`config.mk`:
```
export PLATFORM = sky130hd
export DESIGN_NAME = pc_unit
export DESIGN_NICKNAME = d
export VERILOG_FILES = /design/src/rtl/pc_unit.sv
export SDC_FILE = /design/constraint.sdc
export NUM_CORES = 1
export LEC_CHECK = 0
export ABC_AREA = 1
export CELL_PAD_IN_SITES_DETAIL_PLACEMENT = 1
export CELL_PAD_IN_SITES_GLOBAL_PLACEMENT = 1
export CORE_MARGIN = 4
export CORE_UTILIZATION = 39
export CTS_CLUSTER_DIAMETER = 30
export CTS_CLUSTER_SIZE = 40
export DETAILED_ROUTE_END_ITERATION = 10
export DONT_BUFFER_PORTS = 1
export PLACE_DENSITY = 0.84
export SLEW_MARGIN = 10
export SYNTH_ARGS = -nofsm -noshare
export SYNTH_HDL_FRONTEND = slang
export SYNTH_SLANG_ARGS = --single-unit
```
`constraint.sdc`:
```
create_clock -name clk -period 1.73 [get_ports clk]
set_input_delay 0.2595 -clock clk [delete_from_list [all_inputs] [get_ports clk]]
set_output_delay 0.2595 -clock clk [all_outputs]
set_load 0.02 [all_outputs]
```
`src/rtl/pc_unit.sv`:
```
// Fetch-stage program counter: sequential/branch/jump/trap/return next-PC select; optional RAS under PC_UNIT_RAS_EN.
// Latency: redirects visible on pc_out one cycle after the sampling edge; pc_plus is combinational.
// Backpressure: stall holds PC and RAS (trap overrides stall); no ready/valid handshake.
module pc_unit #(
    parameter int              PC_W      = 8,
    parameter int              INC       = 4,
    parameter logic [PC_W-1:0] RESET_VEC = '0,
    parameter logic [PC_W-1:0] TRAP_VEC  = PC_W'('hF0),
    parameter int              RAS_DEPTH = 4
) (
    input  logic            clk,
    input  logic            rst,
    input  logic            stall,
    input  logic            trap,
    input  logic            br_taken,
    input  logic [PC_W-1:0] br_target,
    input  logic            jmp_valid,
    input  logic [PC_W-1:0] jmp_target,
    input  logic            jmp_call,
    input  logic            ret_valid,
    output logic [PC_W-1:0] pc_out,
    output logic [PC_W-1:0] pc_plus,
    output logic            ras_empty,
    output logic            ras_full,
    output logic            ret_miss
);

    localparam logic [PC_W-1:0] INC_V      = PC_W'(INC);
    localparam logic [PC_W-1:0] ALIGN_MASK = ~(INC_V - PC_W'(1));

    logic [PC_W-1:0] pc_q;
    logic [PC_W-1:0] pc_d;
    logic [PC_W-1:0] br_aligned;
    logic [PC_W-1:0] jmp_aligned;

    assign pc_out      = pc_q;
    assign pc_plus     = pc_q + INC_V;
    assign br_aligned  = br_target & ALIGN_MASK;
    assign jmp_aligned = jmp_target & ALIGN_MASK;

`ifdef PC_UNIT_RAS_EN
    localparam int PTR_W = (RAS_DEPTH > 1) ? $clog2(RAS_DEPTH) : 1;
    localparam int CNT_W = $clog2(RAS_DEPTH + 1);
    localparam logic [CNT_W-1:0] CNT_FULL = CNT_W'(RAS_DEPTH);

    logic [PC_W-1:0]  ras_mem [RAS_DEPTH];
    logic [PTR_W-1:0] top_q;
    logic [PTR_W-1:0] top_d;
    logic [CNT_W-1:0] cnt_q;
    logic [CNT_W-1:0] cnt_d;
    logic [PC_W-1:0]  ras_top;
    logic             push;
    logic             pop;
    logic             miss;
    logic             ret_miss_q;

    assign ras_top   = ras_mem[top_q];
    assign ras_empty = (cnt_q == '0);
    assign ras_full  = (cnt_q == CNT_FULL);
    assign ret_miss  = ret_miss_q;
`else
    logic unused_ras_cfg;

    assign unused_ras_cfg = ^{jmp_call, ret_valid, (RAS_DEPTH == 0)};
    assign ras_empty      = 1'b1;
    assign ras_full       = 1'b0;
    assign ret_miss       = 1'b0;
`endif

    always_comb begin
        pc_d = pc_plus;
`ifdef PC_UNIT_RAS_EN
        push = 1'b0;
        pop  = 1'b0;
        miss = 1'b0;
`endif
        if (trap) begin
            pc_d = TRAP_VEC;
        end else if (stall) begin
            pc_d = pc_q;
        end else if (br_taken) begin
            pc_d = br_aligned;
        end else if (jmp_valid) begin
            pc_d = jmp_aligned;
`ifdef PC_UNIT_RAS_EN
            push = jmp_call;
`endif
        end
`ifdef PC_UNIT_RAS_EN
        else if (ret_valid) begin
            // An empty stack falls through to sequential fetch and flags the miss.
            if (cnt_q != '0) begin
                pc_d = ras_top;
                pop  = 1'b1;
            end else begin
                miss = 1'b1;
            end
        end
`endif
    end

    always_ff @(posedge clk or posedge rst) begin
        if (rst) begin
            pc_q <= RESET_VEC;
        end else begin
            pc_q <= pc_d;
        end
    end

`ifdef PC_UNIT_RAS_EN
    // A push at full count advances the pointer onto the oldest slot, overwriting it.
    always_comb begin
        top_d = top_q;
        cnt_d = cnt_q;
        if (push) begin
            top_d = top_q + PTR_W'(1);
            if (cnt_q != CNT_FULL) begin
                cnt_d = cnt_q + CNT_W'(1);
            end
        end else if (pop) begin
            top_d = top_q - PTR_W'(1);
            cnt_d = cnt_q - CNT_W'(1);
        end
    end

    always_ff @(posedge clk or posedge rst) begin
        if (rst) begin
            top_q      <= '0;
            cnt_q      <= '0;
            ret_miss_q <= 1'b0;
        end else begin
            top_q      <= top_d;
            cnt_q      <= cnt_d;
            ret_miss_q <= miss;
        end
    end

    always_ff @(posedge clk) begin
        if (push) begin
            ras_mem[top_d] <= pc_plus;
        end
    end
`endif

endmodule

```
; Word-level counts from Yosys, hierarchy flattened
; Index checks and enable logic that the tools add are counted.
[totals]
regBits = 8
out_inout_bits = 19
[classes]
n_addsub = 1
n_eq_ne = 1
n_mux = 4
[ops]
columns = cell, count
row1 = $mux 8, 4
row2 = $add 8x3->8 const B, 1
row3 = $ne 2x1->1 const B, 1

; Depth between registers and ports, before layout
; Gate-level depths: netlist (run 1).
[logic_depth]
word_depth = 5
depth_mapped = 7
depth_no_buf = 7

; Worst setup path after synthesis (run 1)
; OpenSTA, ideal clock, no wires.
[synth_path]
kind = reg-to-reg
start = reg pc_q[2] (netlist: pc_out[2])
end = reg pc_q[4] (netlist: pc_out[4])
setup_time_ps = 77
t_arrival_ps = 1339
slack_ps = 314
path_stages_with_launch = 5
period_less_slack_ps = 1416
cell_sequence = dfrtp_1 -> ha_1 -> xor2_1 -> o21ai_1 -> a21oi_1
[synth_via]
elab_chain_cells = 5
[synth_rtl]
columns = item, line
row1 = from (decl), 31  ; logic [PC_W-1:0] pc_q;
row2 = from (signal assigned), 106  ; pc_q <= pc_d;
row3 = $add 8x3->8, 37  ; assign pc_plus = pc_q + INC_V;
row4 = named net pc_plus[4], 22  ; output logic [PC_W-1:0] pc_plus,
row5 = $mux 8, 83  ; end else if (jmp_valid) begin
row6 = $mux 8, 81  ; end else if (br_taken) begin
row7 = $mux 8, 79  ; end else if (stall) begin
row8 = $mux 8, 77  ; if (trap) begin
; The timed path passes the listed nets, and every way through them passes these cells. The select of a mux whose other input is x is not followed.
; A chain may end at the register's enable or synchronous reset.

; Worst setup path after layout (run 1)
[layout_path]
start = reg pc_q[4] (netlist: pc_out[4])
end = out pc_plus[7]
[layout_via]
elab_chain_cells = 1
[layout_rtl]
columns = item, line
row1 = $add 8x3->8, 37
row2 = to (decl), 22
; No other way between the ends.

==> impl_metrics.env, run 1 <==
export IMPL_outcome="finished, final reports clean"
export IMPL_hold_viol=0
export IMPL_pre_cts_slack_ns=0.293
export IMPL_grt_pass1_vias=550
export IMPL_globalplace_congestion=0.758
export IMPL_hpwl_mm=1.21
export IMPL_fin_crit_sh_pct=93.7
export IMPL_initial_core_util_pct=42.2
export IMPL_setup_violations=0
export IMPL_routed_wl_mm=1.51
export IMPL_clkPwrFrac_pct=31.0
export IMPL_grt_max_degree=13
export IMPL_setup_tns_final_ns=0
export IMPL_viasPerCell=5.12
export IMPL_cp_max_fo=9
export IMPL_clk_latency_ns=0.25
export IMPL_p_int_w=0.000261
export IMPL_diodes=0
export IMPL_netlist_instances=91
export IMPL_syn_area_um2=556
export IMPL_h_tree_depth=1
export IMPL_antenna_found_initial=0
export IMPL_pwr_share_comb_pct=26.0
export IMPL_cts_inserted_buffers=3
export IMPL_fin_cells=107
export IMPL_holdPathStages=2
export IMPL_largest_register_ffs=6
export IMPL_cp_arrival_ns=1.36
export IMPL_path_clk_slew_ns=0.04
export IMPL_end_kind="output pin"
export IMPL_avgRoutedWirePerCell_um=14.1
export IMPL_die_w_um=45.7
export IMPL_dp_cells=103
export IMPL_r2r_cells=5
export IMPL_firstDrtPassIters=4
export IMPL_dr_total_vias=548
export IMPL_power_density_nw_per_um2=738
export IMPL_final_max_slew_violation_count=0
export IMPL_grtUsageTotal_pct=15.9
export IMPL_drc=0
export IMPL_cts_root_buf="clkbuf_4"
export IMPL_hold_path_class="in2reg"
export IMPL_core_um2=1320
export IMPL_rsz0062_at_grt="false"
export IMPL_tritoncts="yes"
export IMPL_area_delta_synth_final_pct=2.03
export IMPL_rows=13
export IMPL_cap_violations=0
export IMPL_drive_gt1_share_pct=12.0
export IMPL_period_minus_slack_ns=1.62
export IMPL_ys_ff_latch=6
export IMPL_synth_top_area_share_pct=27.0
export IMPL_yosys_top_cells_area="dfrtp_1, nand2_1, buf_4, nor2_1, a21oi_1"
export IMPL_num_nets_final=119
export IMPL_cp_required_ns=1.47
export IMPL_avgSynthCellArea_um2=6.10
export IMPL_p_seq_share_pct=43.0
export IMPL_power_leakage_nw=0.302
export IMPL_peakVddDrop_uv=284
export IMPL_fin_skew_ns=0.000758
export IMPL_grt_overflow=0
export IMPL_ys_types=19
export IMPL_swShare_pct=37.6
export IMPL_drtIter0Drc=5
export IMPL_setup_slack_ns=0.109
export IMPL_p_sw_w=0.000157
export IMPL_worstSetupStartpointType="register"
export IMPL_clk_path_buf_depth=2
export IMPL_max_freq_mhz=617
export IMPL_yosys_area_top_type="dfrtp_1"
export IMPL_drtAntennaViolNets=0
export IMPL_path_class="reg2out"
export IMPL_grt_pass1_wl_mm=2.33
export IMPL_yosys_warnings=0
export IMPL_port_buffers=0
export IMPL_fin_hold_ws_ns=0.172
export IMPL_power_w=0.000418
export IMPL_die_area_um2=2090
export IMPL_die_height_um=45.7
export IMPL_num_io_pins=43
export IMPL_synth_seq_area_share_pct=27.0
export IMPL_clock_sinks=6
final cells by class:
| class | count | area [µm²] |
|---|---|---|
| Inverter | 13 | 48.8 |
| Fill cell | 198 | 751 |
| Sequential cell | 6 | 151 |
| Timing Repair Buffer | 2 | 17.5 |
| Clock buffer | 3 | 22.5 |
| Tap cell | 15 | 18.8 |
| Multi-Input combinational cell | 68 | 308 |
power by group through the flow:
stage	clock (W)	sequential [W]	combinational, W
floorplan	0	0.000174	0.000110
global placement	0	0.000181	0.000103
detailed placement	0	0.000182	0.000107
CTS	0.000130	0.000180	0.000109
global route	0.000142	0.000182	0.000122
finish	0.000130	0.000180	0.000109
worst max-delay path, stage by stage, from the launching register on:
cell and delay, ns:
dfrtp_1 0.62, nand3_1 0.12, o21bai_1 0.19, nand2_1 0.18
routing by layer:
layer	track usage [%]	vias to the layer above	part of all wire [%]	routed length, µm
li1	-	269	-	-
met1	18.0	249	39	593
met2	27.3	25	50	758
met3	2.37	5	7.6	115
met4	10.2	0	2.8	43
met5	0	-	0	0
synth_stat cells, drive strengths merged:
cell type / n
nand2: 23
nor2: 15
inv: 12
buf: 9
a21oi: 7
dfrtp: 6
nand3: 6
o21ai: 5
conb: 2
clkinv: 1
ha: 1
nand3b: 1
nand4: 1
o21bai: 1
xor2: 1
path summary, 6_finish.rpt:
| kind | start | to | slack, ns |
|---|---|---|---|
| max | pc_out[4] | pc_plus[7] | 0.11 |
| min | br_taken | pc_out[2] | 0.17 |
| max reg2reg | pc_out[3] | pc_out[3] | 0.31 |
| min reg2reg | pc_out[7] | pc_out[7] | 0.69 |
| max in group asynchronous | rst | pc_out[2] | 1.16 |
| min in group asynchronous | rst | pc_out[6] | 0.37 |
placed cells by master, fill, tap and decap left out, types with 3 or more instances in the layout:
cell      instances
nand2_1          23
nor2_1           14
inv_1             8
conb_1            7
a21oi_1           6
nand3_1           6
dfrtp_1           5
inv_2             4
o21ai_1           4
clkbuf_4          3
through the flow:
stage               util, %  instance area [µm²]
floorplan                 -                  574
global placement       40.5                  533
detailed placement     40.5                  533
CTS                    42.9                  566
global route           43.0                  567
finish                 43.0                  567
cells by family (layout without fill, tap and decap cells):
logic type      after synthesis  in the layout  synth area share, %
fa+ha+maj                     1              1                 2.25
buf+inv                      22             18                 20.9
simple gates                 46             46                 34.0
flops                         6              6                 27.0
other cells                   2              7                 1.35
compound gates               13             13                 12.8
xor+xnor                      1              1                 1.58
repair_timing:
action,4_1_cts,5_1_grt
hold endpoints to repair,6,0
hold buffers,1,0
endpoints found under the setup margin,0,1
gates resized for setup,0,1
buffers inserted,0,0
No activity file was read; power rests on OpenSTA's default activity.
==> run 2: changes to the inputs <==
--- a/config.mk
+++ b/config.mk
@@ -14,7 +14,7 @@
 export CTS_CLUSTER_SIZE = 40
 export DETAILED_ROUTE_END_ITERATION = 10
 export DONT_BUFFER_PORTS = 1
-export PLACE_DENSITY = 0.84
+export PLACE_DENSITY = 0.8
 export SLEW_MARGIN = 10
 export SYNTH_ARGS = -nofsm -noshare
 export SYNTH_HDL_FRONTEND = slang
==> impl_metrics.env, run 2 (synthesis gave the netlist of run 1 again) <==
export IMPL_outcome="finished, final reports clean"
export IMPL_p_int_w=0.000263
export IMPL_die_height_um=45.7
export IMPL_grt_max_degree=13
export IMPL_rows=13
export IMPL_grtUsageTotal_pct=16.6
export IMPL_drc=0
export IMPL_final_common_cell="nand2_1"
export IMPL_cp_max_fo=5
export IMPL_max_freq_mhz=610
export IMPL_hpwl_mm=1.26
export IMPL_grt_overflow=0
export IMPL_critPathMaxStageDelay_ns=0.48
export IMPL_r2r_start="pc_out[2]"
export IMPL_p_sw_w=0.000158
export IMPL_fin_skew_ns=0.000402
export IMPL_drtAntennaViolNets=0
export IMPL_grt_pass1_wl_mm=2.41
export IMPL_drive_gt1_share_pct=14.0
export IMPL_firstDrtPassIters=4
export IMPL_rsz0062_at_grt="false"
export IMPL_min_to="pc_out[3]"
export IMPL_power_leakage_nw=0.305
export IMPL_worstHoldStart="br_taken"
export IMPL_largest_register_ffs=6
export IMPL_timing_critical_path_cells="ha_1 > xor2_1 > buf_4"
export IMPL_area_delta_synth_final_pct=3.60
export IMPL_worstSetupStartpointType="register"
export IMPL_diodes=0
export IMPL_viasPerCell=5.15
export IMPL_post_cts_setup_buffers=0
export IMPL_num_io_pins=43
export IMPL_die_w_um=45.7
export IMPL_clk_latency_ns=0.24
export IMPL_hold_path_class="in2reg"
export IMPL_core_um2=1320
export IMPL_dr_total_vias=556
export IMPL_hold_viol=0
export IMPL_clock_sinks=6
export IMPL_path_class="reg2out"
export IMPL_fin_crit_sh_pct=94.7
export IMPL_clkPwrFrac_pct=30.4
export IMPL_antenna_found_initial=0
export IMPL_swShare_pct=37.5
export IMPL_layout_cells_most_common_list="nand2_1, nor2_1, inv_1"
export IMPL_globalplace_congestion=0.785
export IMPL_period_minus_slack_ns=1.64
export IMPL_holdPathStages=2
export IMPL_die_area_um2=2090
export IMPL_cp_required_ns=1.47
export IMPL_initial_core_util_pct=42.2
export IMPL_power_density_nw_per_um2=732
export IMPL_avgRoutedWirePerCell_um=14.5
export IMPL_num_nets_final=120
export IMPL_r2r_cells=5
export IMPL_setup_tns_final_ns=0
export IMPL_h_tree_depth=1
export IMPL_cap_violations=0
export IMPL_r2r_setup_slack_ns=0.33
export IMPL_cts_inserted_buffers=3
export IMPL_peakVddDrop_uv=202
export IMPL_port_buffers=0
export IMPL_critical_path_buf_inv_count=1
export IMPL_routed_wl_mm=1.57
export IMPL_reg2reg_to="pc_out[3]"
export IMPL_grt_pass1_vias=561
export IMPL_clk_path_buf_depth=2
export IMPL_end_kind="output pin"
export IMPL_fin_hold_ws_ns=0.168
export IMPL_setup_violations=0
export IMPL_drtIter0Drc=4
export IMPL_p_seq_share_pct=42.4
export IMPL_crit_family="flip-flops"
export IMPL_slowest_stage="dfrtp_2"
export IMPL_final_max_slew_violation_count=0
export IMPL_path_clk_slew_ns=0.04
export IMPL_cp_arrival_ns=1.38
export IMPL_pwr_share_comb_pct=27.2
export IMPL_tritoncts="yes"
export IMPL_power_w=0.000421
export IMPL_cts_root_buf="clkbuf_4"
run 2: how the worst max path moves through the flow:
| stage | slack (ns) | start | endpoint | cells after the start |
|---|---|---|---|---|
| 3_3_place_gp | 0.30 | pc_out[2] | pc_plus[4] | 3 |
| 6_report | 0.09 | pc_out[2] | pc_plus[4] | 3 |
| 5_1_grt | 0.03 | pc_out[2] | pc_plus[4] | 3 |
| 3_5_place_dp | 0.26 | pc_out[2] | pc_out[6] | 6 |
| 2_1_floorplan | 0.31 | pc_out[2] | pc_out[4] | 4 |
| 4_1_cts | 0.004 | pc_out[2] | pc_plus[4] | 3 |
run 2: worst register-to-register path, cell delays in order (launching register included):
cell and delay, ns:
dfrtp_2 0.48, ha_1 0.43, nand2_1 0.10, nand2_1 0.06, o21ai_1 0.15, nand2_1 0.07
run 2: per-stage QoR:
| step | instances | setup slack, ns | area (µm²) | util [%] |
|---|---|---|---|---|
| 5_1_grt | 108 | 0.0257 | 576 | 43.7 |
| 4_1_cts | 108 | 0.00404 | 573 | 43.5 |
| 6_report | 108 | 0.0916 | 576 | 43.7 |
| 3_3_place_gp | 104 | 0.296 | 541 | 41.0 |
| 3_5_place_dp | 104 | 0.265 | 541 | 41.0 |
| 2_1_floorplan | 96 | 0.314 | 574 | - |
run 2: what timing repair did:
| action | in CTS | in global routing |
|---|---|---|
| hold buffers | 1 | 0 |
| hold endpoints to repair | 6 | 0 |
| resized for setup | 0 | 2 |
| endpoints found under the setup margin | 0 | 2 |
run 2: cell type report:
cell class,instances,area [µm²]
Timing Repair Buffer,3,25.0
Fill cell,194,742
Clock buffer,3,22.5
Multi-Input combinational cell,68,308
Sequential cell,6,153
Inverter,13,48.8
Tap cell,15,18.8
run 2: routing by layer:
| metal | vias to the layer above | part of all wire, % | GRT usage, % | wire length, µm |
|---|---|---|---|---|
| met5 | - | 0 | 0 | 0 |
| met4 | 0 | 4.6 | 13.6 | 72 |
| met3 | 8 | 7.7 | 1.58 | 120 |
| met2 | 31 | 50 | 27.3 | 778 |
| met1 | 246 | 38 | 19.1 | 594 |
| li1 | 271 | - | - | - |
run 2: power groups by stage:
stage	logic, W	clock network (W)	registers, W
after global routing	0.000129	0.000143	0.000180
final	0.000115	0.000128	0.000179
after detailed placement	0.000112	0	0.000180
after global placement	0.000108	0	0.000179
after floorplan	0.000110	0	0.000174
after CTS	0.000115	0.000132	0.000178
==> run 3: changes to the inputs <==
--- a/config.mk
+++ b/config.mk
@@ -15,6 +15,7 @@
 export DETAILED_ROUTE_END_ITERATION = 10
 export DONT_BUFFER_PORTS = 1
 export PLACE_DENSITY = 0.8
+export RECOVER_POWER = 100
 export SLEW_MARGIN = 10
 export SYNTH_ARGS = -nofsm -noshare
 export SYNTH_HDL_FRONTEND = slang
==> impl_metrics.env, run 3 (synthesis gave the netlist of run 1 again) <==
export IMPL_outcome="finished, final reports clean"
export IMPL_hold_viol=0
export IMPL_routed_wl_mm=1.56
export IMPL_diodes=0
export IMPL_drive_gt1_share_pct=11.8
export IMPL_die_area_um2=2090
export IMPL_avgRoutedWirePerCell_um=14.5
export IMPL_clkPwrFrac_pct=30.6
export IMPL_drtAntennaViolNets=0
export IMPL_clk_path_buf_depth=2
export IMPL_dp_cells=104
export IMPL_grt_max_degree=13
export IMPL_globalplace_congestion=0.785
export IMPL_period_minus_slack_ns=1.64
export IMPL_final_max_slew_violation_count=0
export IMPL_worstSetupStartpointType="register"
export IMPL_cp_max_fo=5
export IMPL_final_common_cell="nand2_1"
export IMPL_fin_skew_ns=0.000183
export IMPL_core_um2=1320
export IMPL_cap_violations=0
export IMPL_area_delta_synth_final_pct=1.80
export IMPL_cts_root_buf="clkbuf_4"
export IMPL_final_area_um2=566
export IMPL_fin_cells=108
export IMPL_path_clk_slew_ns=0.04
export IMPL_swShare_pct=37.6
export IMPL_clk_latency_ns=0.24
export IMPL_num_nets_final=120
export IMPL_setup_tns_final_ns=0
export IMPL_hold_path_class="in2reg"
export IMPL_end_kind="output pin"
export IMPL_path_class="reg2out"
export IMPL_grtUsageTotal_pct=16.6
export IMPL_grt_overflow=0
export IMPL_cp_required_ns=1.47
export IMPL_num_io_pins=43
export IMPL_layout_cells_most_common_list="nand2_1, nor2_1, inv_1"
export IMPL_post_cts_setup_buffers=0
export IMPL_port_buffers=0
export IMPL_largest_register_ffs=6
export IMPL_max_freq_mhz=608
export IMPL_cts_inserted_buffers=3
export IMPL_pwr_share_comb_pct=26.5
export IMPL_antenna_found_initial=0
export IMPL_hpwl_mm=1.26
export IMPL_p_sw_w=0.000156
export IMPL_grt_pass1_vias=561
export IMPL_fin_crit_sh_pct=95.1
export IMPL_die_height_um=45.7
export IMPL_firstDrtPassIters=4
export IMPL_rows=13
export IMPL_p_seq_share_pct=42.9
export IMPL_grt_pass1_wl_mm=2.41
export IMPL_power_leakage_nw=0.301
export IMPL_drc=0
export IMPL_final_util_pct=42.9
export IMPL_placed_area_um2=541
export IMPL_tritoncts="yes"
export IMPL_p_int_w=0.000260
export IMPL_viasPerCell=5.15
export IMPL_clock_sinks=6
export IMPL_initial_core_util_pct=42.2
export IMPL_power_density_nw_per_um2=736
export IMPL_die_w_um=45.7
export IMPL_drtIter0Drc=7
export IMPL_dr_total_vias=556
export IMPL_h_tree_depth=1
export IMPL_peakVddDrop_uv=198
export IMPL_setup_violations=0
export IMPL_rsz0062_at_grt="false"
export IMPL_cp_arrival_ns=1.39
run 3: power groups by stage:
stage | logic, W | clock network, W | registers, W
floorplan | 0.000110 | 0 | 0.000174
global placement | 0.000108 | 0 | 0.000179
detailed placement | 0.000112 | 0 | 0.000180
CTS | 0.000115 | 0.000132 | 0.000178
global route | 0.000124 | 0.000143 | 0.000180
finish | 0.000110 | 0.000127 | 0.000179
run 3: layer usage:
metal	routed length, µm	global-route usage [%]
met5	0	0
met2	770	27.3
met1	599	19.1
met3	114	1.58
met4	78	13.6
run 3: cell type report:
type,instances,area [µm²]
Timing Repair Buffer,3,18.8
Sequential cell,6,153
Inverter,13,48.8
Multi-Input combinational cell,68,304
Tap cell,15,18.8
Clock buffer,3,22.5
Fill cell,196,752
run 3: what timing repair did:
action	CTS	global route
endpoints found under the hold margin	6	0
endpoints found under the setup margin	0	2
gates resized for setup	0	2
hold buffers	1	0
run 3: path summary, 6_finish.rpt:
check	start	endpoint	slack, ns	cells past startpoint
min in group asynchronous	rst	pc_out[4]	0.37	2
worst min register to register	pc_out[3]	pc_out[3]	0.61	2
worst min-delay path	br_taken	pc_out[7]	0.20	3
worst max-delay path	pc_out[2]	pc_plus[4]	0.09	3
max in group asynchronous	rst	pc_out[2]	1.16	2
worst max register to register	pc_out[2]	pc_out[3]	0.26	5
run 3: stage by stage:
| stage | total power, W | setup slack [ns] | hold WS, ns |
|---|---|---|---|
| final | 0.000416 | 0.0851 | 0.200 |
| after CTS | 0.000425 | 0.00404 | 0.164 |
| after global placement | 0.000286 | 0.296 | 0.0695 |
| after detailed placement | 0.000292 | 0.265 | 0.0733 |
| after global routing | 0.000447 | 0.0180 | 0.189 |
| after floorplan | 0.000284 | 0.314 | 0.0505 |
run 3: worst max-delay path, cell delays in order (launching register included):
cell      delay (ns)
dfrtp_2         0.48
ha_1            0.26
xor2_1          0.20
clkbuf_2        0.21
